[config.mk]
export PLATFORM = sky130hd
export DESIGN_NAME = store_align_buffer
export DESIGN_NICKNAME = d
export VERILOG_FILES = /design/src/rtl/store_align_buffer.sv
export SDC_FILE = /design/constraint.sdc
export NUM_CORES = 1
export LEC_CHECK = 0
export CAP_MARGIN = 15
export CORE_MARGIN = 2
export CORE_UTILIZATION = 40
export CTS_CLUSTER_SIZE = 12
export DETAILED_ROUTE_END_ITERATION = 7
export PLACE_DENSITY = 0.65
export SYNTH_ARGS = -nofsm -noshare
export SYNTH_HDL_FRONTEND = slang
export SYNTH_SLANG_ARGS = --single-unit
export TNS_END_PERCENT = 20
[constraint.sdc]
create_clock -name Clk -period 4.1 [get_ports Clk]
set_input_delay 0.82 -clock Clk [delete_from_list [all_inputs] [get_ports Clk]]
set_output_delay 0.82 -clock Clk [all_outputs]
set_load 0.1 [all_outputs]
[src/rtl/store_align_buffer.sv]
// store_align_buffer
//   Store buffer that sits between the MEM stage and data memory. Stores
//   (sw/sh/sb) are lane-aligned into a 32-bit word with byte enables and
//   queued in a DEPTH-entry FIFO, then drained to memory one entry per
//   accepted MemReady. Misaligned stores are rejected with a one-cycle
//   MisalignErr pulse. Loads can probe the buffer for a same-word hazard.
//
// Ports
//   Clk, Reset                   clock, synchronous active-high reset
//   MemWrite[1:0]                store type: 0 none, 1 sw, 2 sb, 3 sh
//   Address, WriteDataIN         store byte address and register data
//   StoreReady, StoreStall       buffer not full / store blocked this cycle
//   MisalignErr                  registered pulse for a rejected store
//   LoadCheck, LoadAddress       load probe in MEM stage
//   LoadHazard                   load word matches a buffered store
//   MemValid, MemAddr, MemData,
//   MemByteEn, MemReady          head entry handshake towards memory
//   Count                        number of buffered entries
module store_align_buffer #(
  parameter int DEPTH      = 4,
  parameter int ADDR_W     = 32,
  parameter int BIG_ENDIAN = 1
) (
  input  logic                       Clk,
  input  logic                       Reset,
  input  logic [1:0]                 MemWrite,
  input  logic [ADDR_W-1:0]          Address,
  input  logic [31:0]                WriteDataIN,
  output logic                       StoreReady,
  output logic                       StoreStall,
  output logic                       MisalignErr,
  input  logic                       LoadCheck,
  input  logic [ADDR_W-1:0]          LoadAddress,
  output logic                       LoadHazard,
  output logic                       MemValid,
  output logic [ADDR_W-1:0]          MemAddr,
  output logic [31:0]                MemData,
  output logic [3:0]                 MemByteEn,
  input  logic                       MemReady,
  output logic [$clog2(DEPTH):0]     Count
);

  localparam int PW = $clog2(DEPTH);
  localparam int CW = PW + 1;

  typedef enum logic [1:0] {
    ST_NONE = 2'd0,
    ST_WORD = 2'd1,
    ST_BYTE = 2'd2,
    ST_HALF = 2'd3
  } store_t;

  store_t st;

  logic [ADDR_W-3:0] ent_addr [DEPTH];
  logic [31:0]       ent_data [DEPTH];
  logic [3:0]        ent_be   [DEPTH];
  logic [DEPTH-1:0]  valid;

  logic [PW-1:0]     rd_ptr;
  logic [PW-1:0]     wr_ptr;
  logic [CW-1:0]     count_q;

  logic [1:0]        off;
  logic [1:0]        lane;
  logic              half_hi;
  logic              aligned;
  logic [31:0]       fmt_data;
  logic [3:0]        fmt_be;
  logic              push;
  logic              pop;
  logic              misalign;
  logic              hit;
  logic              unused_load_off;

  assign st  = store_t'(MemWrite);
  assign off = Address[1:0];

  // Big-endian: lowest byte address lives in the most significant lane.
  assign lane    = (BIG_ENDIAN != 0) ? ~off : off;
  assign half_hi = (BIG_ENDIAN != 0) ? ~off[1] : off[1];

  always_comb begin
    aligned  = 1'b0;
    fmt_data = '0;
    fmt_be   = '0;
    unique case (st)
      ST_WORD: begin
        aligned  = (off == 2'b00);
        fmt_data = WriteDataIN;
        fmt_be   = 4'b1111;
      end
      ST_BYTE: begin
        aligned  = 1'b1;
        fmt_data = {24'h0, WriteDataIN[7:0]} << {lane, 3'b000};
        fmt_be   = 4'b0001 << lane;
      end
      ST_HALF: begin
        aligned  = ~off[0];
        fmt_data = half_hi ? {WriteDataIN[15:0], 16'h0} : {16'h0, WriteDataIN[15:0]};
        fmt_be   = half_hi ? 4'b1100 : 4'b0011;
      end
      default: begin
        aligned  = 1'b0;
        fmt_data = '0;
        fmt_be   = '0;
      end
    endcase
  end

  assign StoreReady = (count_q < CW'(DEPTH));
  assign StoreStall = (st != ST_NONE) && !StoreReady;
  assign MemValid   = (count_q != '0);
  assign Count      = count_q;

  // A stalled store is ignored entirely, so it cannot raise MisalignErr.
  assign push     = (st != ST_NONE) && StoreReady && aligned;
  assign misalign = (st != ST_NONE) && StoreReady && !aligned;
  assign pop      = MemValid && MemReady;

  assign MemAddr   = {ent_addr[rd_ptr], 2'b00};
  assign MemData   = ent_data[rd_ptr];
  assign MemByteEn = ent_be[rd_ptr];

  always_comb begin
    hit = 1'b0;
    for (int unsigned i = 0; i < DEPTH; i++) begin
      if (valid[i] && (ent_addr[i] == LoadAddress[ADDR_W-1:2])) begin
        hit = 1'b1;
      end
    end
  end

  assign LoadHazard      = LoadCheck && hit;
  assign unused_load_off = ^LoadAddress[1:0];

  always_ff @(posedge Clk) begin
    if (Reset) begin
      rd_ptr      <= '0;
      wr_ptr      <= '0;
      count_q     <= '0;
      valid       <= '0;
      MisalignErr <= 1'b0;
    end else begin
      MisalignErr <= misalign;
      if (pop) begin
        rd_ptr        <= rd_ptr + 1'b1;
        valid[rd_ptr] <= 1'b0;
      end
      if (push) begin
        wr_ptr        <= wr_ptr + 1'b1;
        valid[wr_ptr] <= 1'b1;
      end
      unique case ({push, pop})
        2'b10:   count_q <= count_q + 1'b1;
        2'b01:   count_q <= count_q - 1'b1;
        default: count_q <= count_q;
      endcase
    end
  end

  // Entry payload needs no reset; occupancy is tracked by valid/count.
  always_ff @(posedge Clk) begin
    if (!Reset && push) begin
      ent_addr[wr_ptr] <= Address[ADDR_W-1:2];
      ent_data[wr_ptr] <= fmt_data;
      ent_be[wr_ptr]   <= fmt_be;
    end
  end

endmodule

Word level (Yosys, flattened, before mapping)
Memory sizes are Yosys's and may differ from the RTL's. A register that Yosys moved wholly into a read port is not among the register bits.
Cells that the tools add are included.
{"block": "op_classes", "n_addsub": 4, "n_lt_le_gt_ge": 5, "n_eq_ne": 9, "shift": 2, "muxes": 25, "bitwise_logic": 5, "reduce_logical": 20}
{"op": "$eq 30x30->1", "n": 4}
{"op": "$pmux 32 s3", "n": 1}
{"op": "$mux 32", "n": 1}
{"op": "$shl 8x5->32", "n": 1}
{"op": "$mux 4", "n": 4}
{"op": "$logic_and 1x1->1", "n": 13}
{"op": "$mux 2", "n": 6}
{"op": "$pmux 4 s3", "n": 1}
{"op": "$mux 1", "n": 8}
{"op": "$eq 2x2->1 const B", "n": 3}
{"op": "$lt 2x3->1 const B", "n": 2}
{"op": "$pmux 3 s2", "n": 1}
{"op": "$add 2x1->2 const B", "n": 2}
{"op": "$and 4x4->4", "n": 1}
{"op": "$demux 1 s2", "n": 2}
{"op": "$eq 2x1->1 const B", "n": 2}
{"op": "$ge 2x1->1 const B", "n": 2}
{"op": "$not 4->4", "n": 1}
{"op": "$or 4x4->4", "n": 1}
{"op": "$reduce_bool 2->1", "n": 2}
{"op": "$shl 1x2->4 const A", "n": 1}
{"op": "$add 3x1->3 const B", "n": 1}
{"op": "$logic_not 1->1", "n": 3}
{"op": "$lt 3x3->1 const B", "n": 1}
{"op": "other kinds (6)", "n": 6}
{"block": "totals", "register_bits": 12, "ramBits": 264, "in_bits": 102, "out_inout_bits": 76, "elab_cells": 78, "n_memories": 3}
{"name": "ent_data", "words": 4, "word_bits": 32, "rd": 1, "rd_clocked_by_memory_dff": 1, "write_ports": 1, "line_no": "56", "source": "logic [31:0] ent_data [DEPTH];"}
{"name": "ent_addr", "words": 4, "word_bits": 30, "rd": 5, "rd_clocked_by_memory_dff": 1, "write_ports": 1, "line_no": "55", "source": "logic [ADDR_W-3:0] ent_addr [DEPTH];"}
{"name": "ent_be", "words": 4, "word_bits": 4, "rd": 1, "rd_clocked_by_memory_dff": 1, "write_ports": 1, "line_no": "57", "source": "logic [3:0] ent_be [DEPTH];"}

Logic depth before layout (Yosys ltp)
Gate-level depths: netlist of the first run.
{"block": "logic_depth", "depth_word": 10, "mapped_depth": 10, "mapped_depth_nobuf": 9}

Least setup slack after synthesis of the first run
Ideal clock, no wire load.
{"block": "synth_path", "kind": "register -> output", "startpoint": "register count_q[2], in the netlist Count[2]", "endpoint": "output StoreStall", "arrival_time_ns": 3.198, "slack_ns": 0.082, "path_stages_with_launch": 3, "cell_sequence": "dfxtp_1 inv_1 nor2_1"}
{"block": "synth_via", "elab_chain_len": 3}
{"element": "from (decl)", "line_no": "62", "source": "logic [CW-1:0] count_q;"}
{"element": "from (signal assigned)", "line_no": "155", "source": "2'b10: count_q <= count_q + 1'b1;"}
{"element": "from (signal assigned)", "line_no": "156", "source": "2'b01: count_q <= count_q - 1'b1;"}
{"element": "from (signal assigned)", "line_no": "157", "source": "default: count_q <= count_q;"}
{"element": "$lt 3x3->1", "line_no": "111", "source": "assign StoreReady = (count_q < CW'(DEPTH));"}
{"element": "net StoreReady", "line_no": "29", "source": "output logic StoreReady,"}
{"element": "$logic_not 1->1", "line_no": "112", "source": "assign StoreStall = (st != ST_NONE) && !StoreReady;"}
{"element": "$logic_and 1x1->1", "line_no": "112"}
{"element": "to (decl)", "line_no": "30", "source": "output logic StoreStall,"}
The timed path passes the listed nets, and every way through them passes these cells.

Worst setup path after layout of the first run
{"block": "layout_path", "startpoint": "input LoadAddress[28]", "endpoint": "output LoadHazard"}
{"block": "layout_via", "elab_chain_len": 7}
{"element": "from (decl)", "line_no": "33", "source": "input logic [ADDR_W-1:0] LoadAddress,"}
{"element": "$eq 30x30->1", "line_no": "128", "source": "if (valid[i] && (ent_addr[i] == LoadAddress[ADDR_W-1:2])) begin"}
{"element": "$logic_and 1x1->1", "line_no": "128"}
{"element": "$mux 1 (3 in series)", "line_no": "128"}
{"element": "$mux 1 *", "line_no": "128"}
{"element": "$logic_and 1x1->1 *", "line_no": "134", "source": "assign LoadHazard = LoadCheck && hit;"}
{"element": "to (decl)", "line_no": "34", "source": "output logic LoadHazard,"}
Every way passes the cells marked *; elsewhere a longest branch is shown, timed or not.

==> out/qor.txt, run 1 <==
Max Cap Violations: 0
Initial Util: 0.4034
Yosys cell types: 39
Min Clock Period, post-route: 3.766 ns
DIE AREA: 32,110 um^2
commonest cells in the netlist: edfxtp_1 (264), xnor2_1 (72), mux4_2 (66)
Die Wd: 179.2 um
Die Span Y: 179.2 um
global-route wire length before repair: 43,230 um
Slew HR: 0.3377
nets: 977
clk_skew: 0.007780 ns
Yosys Warn Count: 0
antenna violations before repair: 1
footprint of the multi-input gates: 3740 um^2
CP Capture Type: output pin
RSZ-0062 raised after global routing: no
gpl congestion: 0.8883
Vias per Instance: 5.298
Inserted Clock Buffers: 30
Worst Max-Slew Pin Slew: 0.9903 ns
hold endpoint: wr_ptr[1]
Final Max Tran Viols: 0
post-route ant nets: 0
Hold Fails Final Rpt: 0
leakage: 5.013 nW
post-DP HPWL: 20,740 um
clock sinks: 278
sequential cell area: 8213 um^2
reg2reg setup slack: 1.77 ns
RR Startpoint: Count[2]
Layout Cells excl Fill: 1,285
FF+latch count, synth: 278
top post-synthesis cells by area: edfxtp_1 (65%), mux4_2 (12%), xnor2_1 (5.1%)
syn_area_per_cell: 17.89 um^2
initial detailed-routing violation count: 593
sequential element share of the synthesized area: 0.6686
post-synth top area share: 0.6458
Setup Fix Bufs, Post-CTS: 0
final period utilization: 0.9186
highest signal layer in the routed design: met5
met1 wire length: 12,100 um
Yosys top cell by area: edfxtp_1
Port Buffers: 173
FFs w/ async S/R, synth: 0
WHS: 0.5094 ns
HP Start: wr_ptr[1]
fill count: 2,565
largest net degree at the start of global routing: 37
hold_buf cts: 0
placed inst area: 14,280 um^2
Worst Hold Depth: 2
Resized Gates After CTS: 0
Initial DRT Pass Iterations: 6
layout cells sized above 1: 0.2373
P per Cell Area: 672.6 nW/um^2
ys flop type: edfxtp_1
vias in the first global route: 7,029
CTS root buf: clkbuf_16
most frequent cell after synthesis: edfxtp_1
Mapped Cells: 686
reg2reg end: ent_data[1][29]
clk_lat worst skew: 0.55 ns
core area: 30,430 um^2
wire per inst: 23.07 um
Routed WL: 29,640 um
dpl cells: 1,229
clock-pin slew on the worst setup and hold paths: 0.06 ns
setup TNS: 0 ns
DRC viols: 0
Max Buffers Root-to-Sink: 3
Final Setup Violations: 0
TritonCTS clock tree: built
Diodes inserted: 0
WP data arrival: 2.95 ns
r2r worst-path depth: 7
Layout area overhead: 24.68%
critical path peak fanout: 4
Post-Synthesis Cell Area: 12,280 um^2
via count: 6,808
Post-synth EDFFs: 264
GRT Residual Overflow: 0
Cell Rows: 64
met2 wire len: 14,410 um
I/O Pins: 178
cell area after layout: 15,300 um^2
required time worst endpoint: 3.28 ns
FMAX: 265.5 MHz
Hold WC Path Type: flip-flop to flip-flop
outcome: completed
DR WL met3: 2428 um
Total GRT Usage: 0.1848
# H-tree levels: 1
peak supply drop: 0.0005211 V
startpoint types: input pin
Setup CP Type: input pin to output pin
-- final cells by class --
type / count / area share
clock inverter: 9 / 0.01038
sequential: 278 / 0.5366
multi-input combinational: 352 / 0.2444
inverter: 13 / 0.003352
tap: 396 / 0.03237
clock buffer: 47 / 0.05649
timing repair buffer: 190 / 0.1164
-- worst max-delay path, cell delays in order --
cell and delay, ns:
clkdlybuf4s50_1 0.55, xnor2_1 0.28, nand4_1 0.25, nor4_1 0.32, buf_4 0.18, nand4_1 0.09, a41oi_2 0.24, buf_12 0.21
-- cells by family (layout without fill, tap and decap cells) --
logic type | after synthesis | after routing | synth area share
buffers and inverters | 57 | 259 | 0.02783
muxes | 66 | 66 | 0.1211
and+or+nand+nor | 100 | 100 | 0.04740
other | 1 | 2 | 0.0003055
adders and majority gates | 10 | 10 | 0.01080
xor gates and xnor gates | 124 | 124 | 0.09214
DFF | 278 | 278 | 0.6686
AOI/OAI and AO/OA | 50 | 50 | 0.03180
-- power by group --
part / total (mW) / internal, mW / switching, mW
Combinational: 4.03 / 1.11 / 2.92
Sequential: 3.51 / 3.34 / 0.172
Clock: 2.76 / 1.69 / 1.06
-- registers in the layout (all words and copies together) (netlist names), named ones only --
signal,count
valid,4
ent_be,16
MisalignErr,1
wr_ptr,2
rd_ptr,2
Count,3
ent_data,128
ent_addr,120
-- routing by layer --
metal,GRT usage,up-vias
met1,0.2430,3428
met2,0.3122,280
met5,0,-
met3,0.04198,47
li1,-,3051
met4,0.04536,2
-- through the flow --
stage | utilization | power, mW | worst slack [ns]
2_1_floorplan | - | 6.702 | 0.08194
3_3_place_gp | 0.4693 | 7.619 | 0.3812
3_5_place_dp | 0.4693 | 7.638 | 0.3839
4_1_cts | 0.5030 | 10.39 | 0.3268
5_1_grt | 0.5030 | 10.64 | 0.1766
6_report | 0.5030 | 10.29 | 0.3337
-- cell usage in the layout, fill, tap and decap left out, types with 2 or more instances in the layout --
cell and instances:
edfxtp_1 264, clkdlybuf4s50_1 112, xnor2_1 72, buf_4 72
mux4_2 66, xor2_1 46, clkbuf_16 30, a22o_1 24
nand4_1 24, nor2_1 18, nand2_1 17, nor4_1 16
dfxtp_1 12, clkbuf_1 12, inv_1 11, a21oi_1 10
a22oi_1 10, ha_1 9, and2_1 8, xnor2_2 6
buf_12 6, and2_4 5, clkbuf_8 5, bufinv_16 4
nor2b_1 3, clkinv_2 3, nor2_2 2, nor4_4 2
a222oi_1 2, conb_1 2
-- worst max-delay path by stage --
stage	startpoint	to	slack, ns
5_1_grt	LoadAddress[30]	LoadHazard	0.18
3_5_place_dp	LoadAddress[28]	LoadHazard	0.38
2_1_floorplan	Count[2]	StoreStall	0.08
3_3_place_gp	LoadAddress[28]	LoadHazard	0.38
4_1_cts	flip-flop	MemAddr[28]	0.33
6_report	LoadAddress[28]	LoadHazard	0.33
Power figures use the tool's default switching activity.
==> run 2, diff against run 1 <==
--- a/config.mk
+++ b/config.mk
@@ -10,7 +10,10 @@
 export CORE_UTILIZATION = 40
 export CTS_CLUSTER_SIZE = 12
 export DETAILED_ROUTE_END_ITERATION = 7
+export HOLD_SLACK_MARGIN = 0.05
+export MAX_ROUTING_LAYER = met4
 export PLACE_DENSITY = 0.65
+export RECOVER_POWER = 50
 export SYNTH_ARGS = -nofsm -noshare
 export SYNTH_HDL_FRONTEND = slang
 export SYNTH_SLANG_ARGS = --single-unit
==> out/qor.txt, run 2 (synthesized netlist as in run 1, its figures left out) <==
Routed WL: 29,730 um
RSZ-0062 raised after global routing: no
HP Start: wr_ptr[1]
Resized Gates After CTS: 0
Largest regs: ent_data: 128 flops, ent_addr: 120 flops, ent_be: 16 flops
Cell Rows: 64
post-route ant nets: 0
critical-path cell list: clkdlybuf4s50_1, xnor2_1, nand4_1, nor4_1, buf_4, nand4_1, a41oi_2, buf_12
final period utilization: 0.9211
post-DP HPWL: 20,740 um
clk_lat worst skew: 0.55 ns
Layout area overhead: 24.34%
Die Wd: 179.2 um
Setup CP Type: input pin to output pin
RR Startpoint: Count[2]
Total GRT Usage: 0.1903
peak supply drop: 0.0005200 V
final worst slack: 0.3237 ns
global-route wire length before repair: 43,230 um
DRC viols: 0
vias in the first global route: 7,031
crit path from: LoadAddress[28]
FMAX: 264.8 MHz
CP peak stage delay: 0.55 ns
Setup Fix Bufs, Post-CTS: 0
Min Clock Period, post-route: 3.776 ns
pre-CTS WS: 0.3839 ns
Initial Util: 0.4034
critical path peak fanout: 4
wire per inst: 23.08 um
antenna violations before repair: 3
clk_skew: 0.008844 ns
Worst path most repeated cell: nand4_1
CP max-delay cell: clkdlybuf4s50_1
I/O Pins: 178
Hold Fails Final Rpt: 0
initial detailed-routing violation count: 576
leakage: 4.992 nW
WHS: 0.5094 ns
largest net degree at the start of global routing: 37
Hold WC Path Type: flip-flop to flip-flop
Port Buffers: 173
outcome: completed
WP data arrival: 2.96 ns
nets: 977
# H-tree levels: 1
Top reg by flops: ent_data
gpl congestion: 0.9032
DIE AREA: 32,110 um^2
Final Setup Violations: 0
leading cell types in the layout, fill and taps excluded: edfxtp_1 (264), clkdlybuf4s50_1 (79), xnor2_1 (73)
Die Span Y: 179.2 um
cell area after layout: 15,260 um^2
clock sinks: 278
core area: 30,430 um^2
via count: 6,836
Layout Cells excl Fill: 1,288
GRT Residual Overflow: 0
Max Buffers Root-to-Sink: 3
CP Capture Type: output pin
Vias per Instance: 5.307
TritonCTS clock tree: built
leading cell type in the layout, fill and taps excluded: edfxtp_1
Final Core Density: 0.5016
P per Cell Area: 671.9 nW/um^2
setup TNS: 0 ns
Initial DRT Pass Iterations: 5
Max Cap Violations: 0
clock-pin slew on the worst setup and hold paths: 0.06 ns
Final Max Tran Viols: 0
dpl cells: 1,229
Largest register FFs: 128
layout cells sized above 1: 0.2250
Slew HR: 0.06390
placed inst area: 14,280 um^2
Final Power: 10.26 mW
required time worst endpoint: 3.28 ns
fill count: 2,569
CTS root buf: clkbuf_16
Inserted Clock Buffers: 30
startpoint types: input pin
Worst Max-Slew Pin Slew: 1.404 ns
hold_buf cts: 0
-- run 2: area by class of cell --
class	instances	area [um^2]	share of cell area
Clock inverter	9	158.9	0.01041
Timing Repair Buffer	190	1774	0.1162
Multi-Input combinational cell	352	3700	0.2424
Clock buffer	47	864.6	0.05664
Sequential cell	278	8213	0.5381
Inverter	13	50.05	0.003279
Tap cell	396	495.5	0.03246
Antenna cell	3	7.507	0.0004918
-- run 2: layer usage --
metal	global-route usage	part of all wire	up-vias	wire, um
met2	0.3115	0.48	268	14390
met5	-	0	-	0
met3	0.04050	0.077	53	2298
li1	-	-	3051	-
met4	0.04536	0.025	0	737
met1	0.2445	0.41	3464	12300
-- run 2: critical path, delay by kind of cell --
kind / cells / cell delay [ns]
AOI/OAI and AO/OA: 1 / 0.24
xor gates and xnor gates: 1 / 0.28
buffers and inverters: 3 / 0.94
and+or+nand+nor: 3 / 0.66
-- run 2: power breakdown --
part	switching, mW	internal [mW]
clock	1.06	1.69
sequential	0.169	3.34
combinational	2.91	1.08
total	4.14	6.11
-- run 2: worst paths after layout --
path                endpoint  slack, ns  cells past startpoint
max               LoadHazard       0.32                      8
min                wr_ptr[1]       0.51                      2
max reg2reg  ent_data[0][12]       0.84                      7
min reg2reg        wr_ptr[1]       0.51                      2
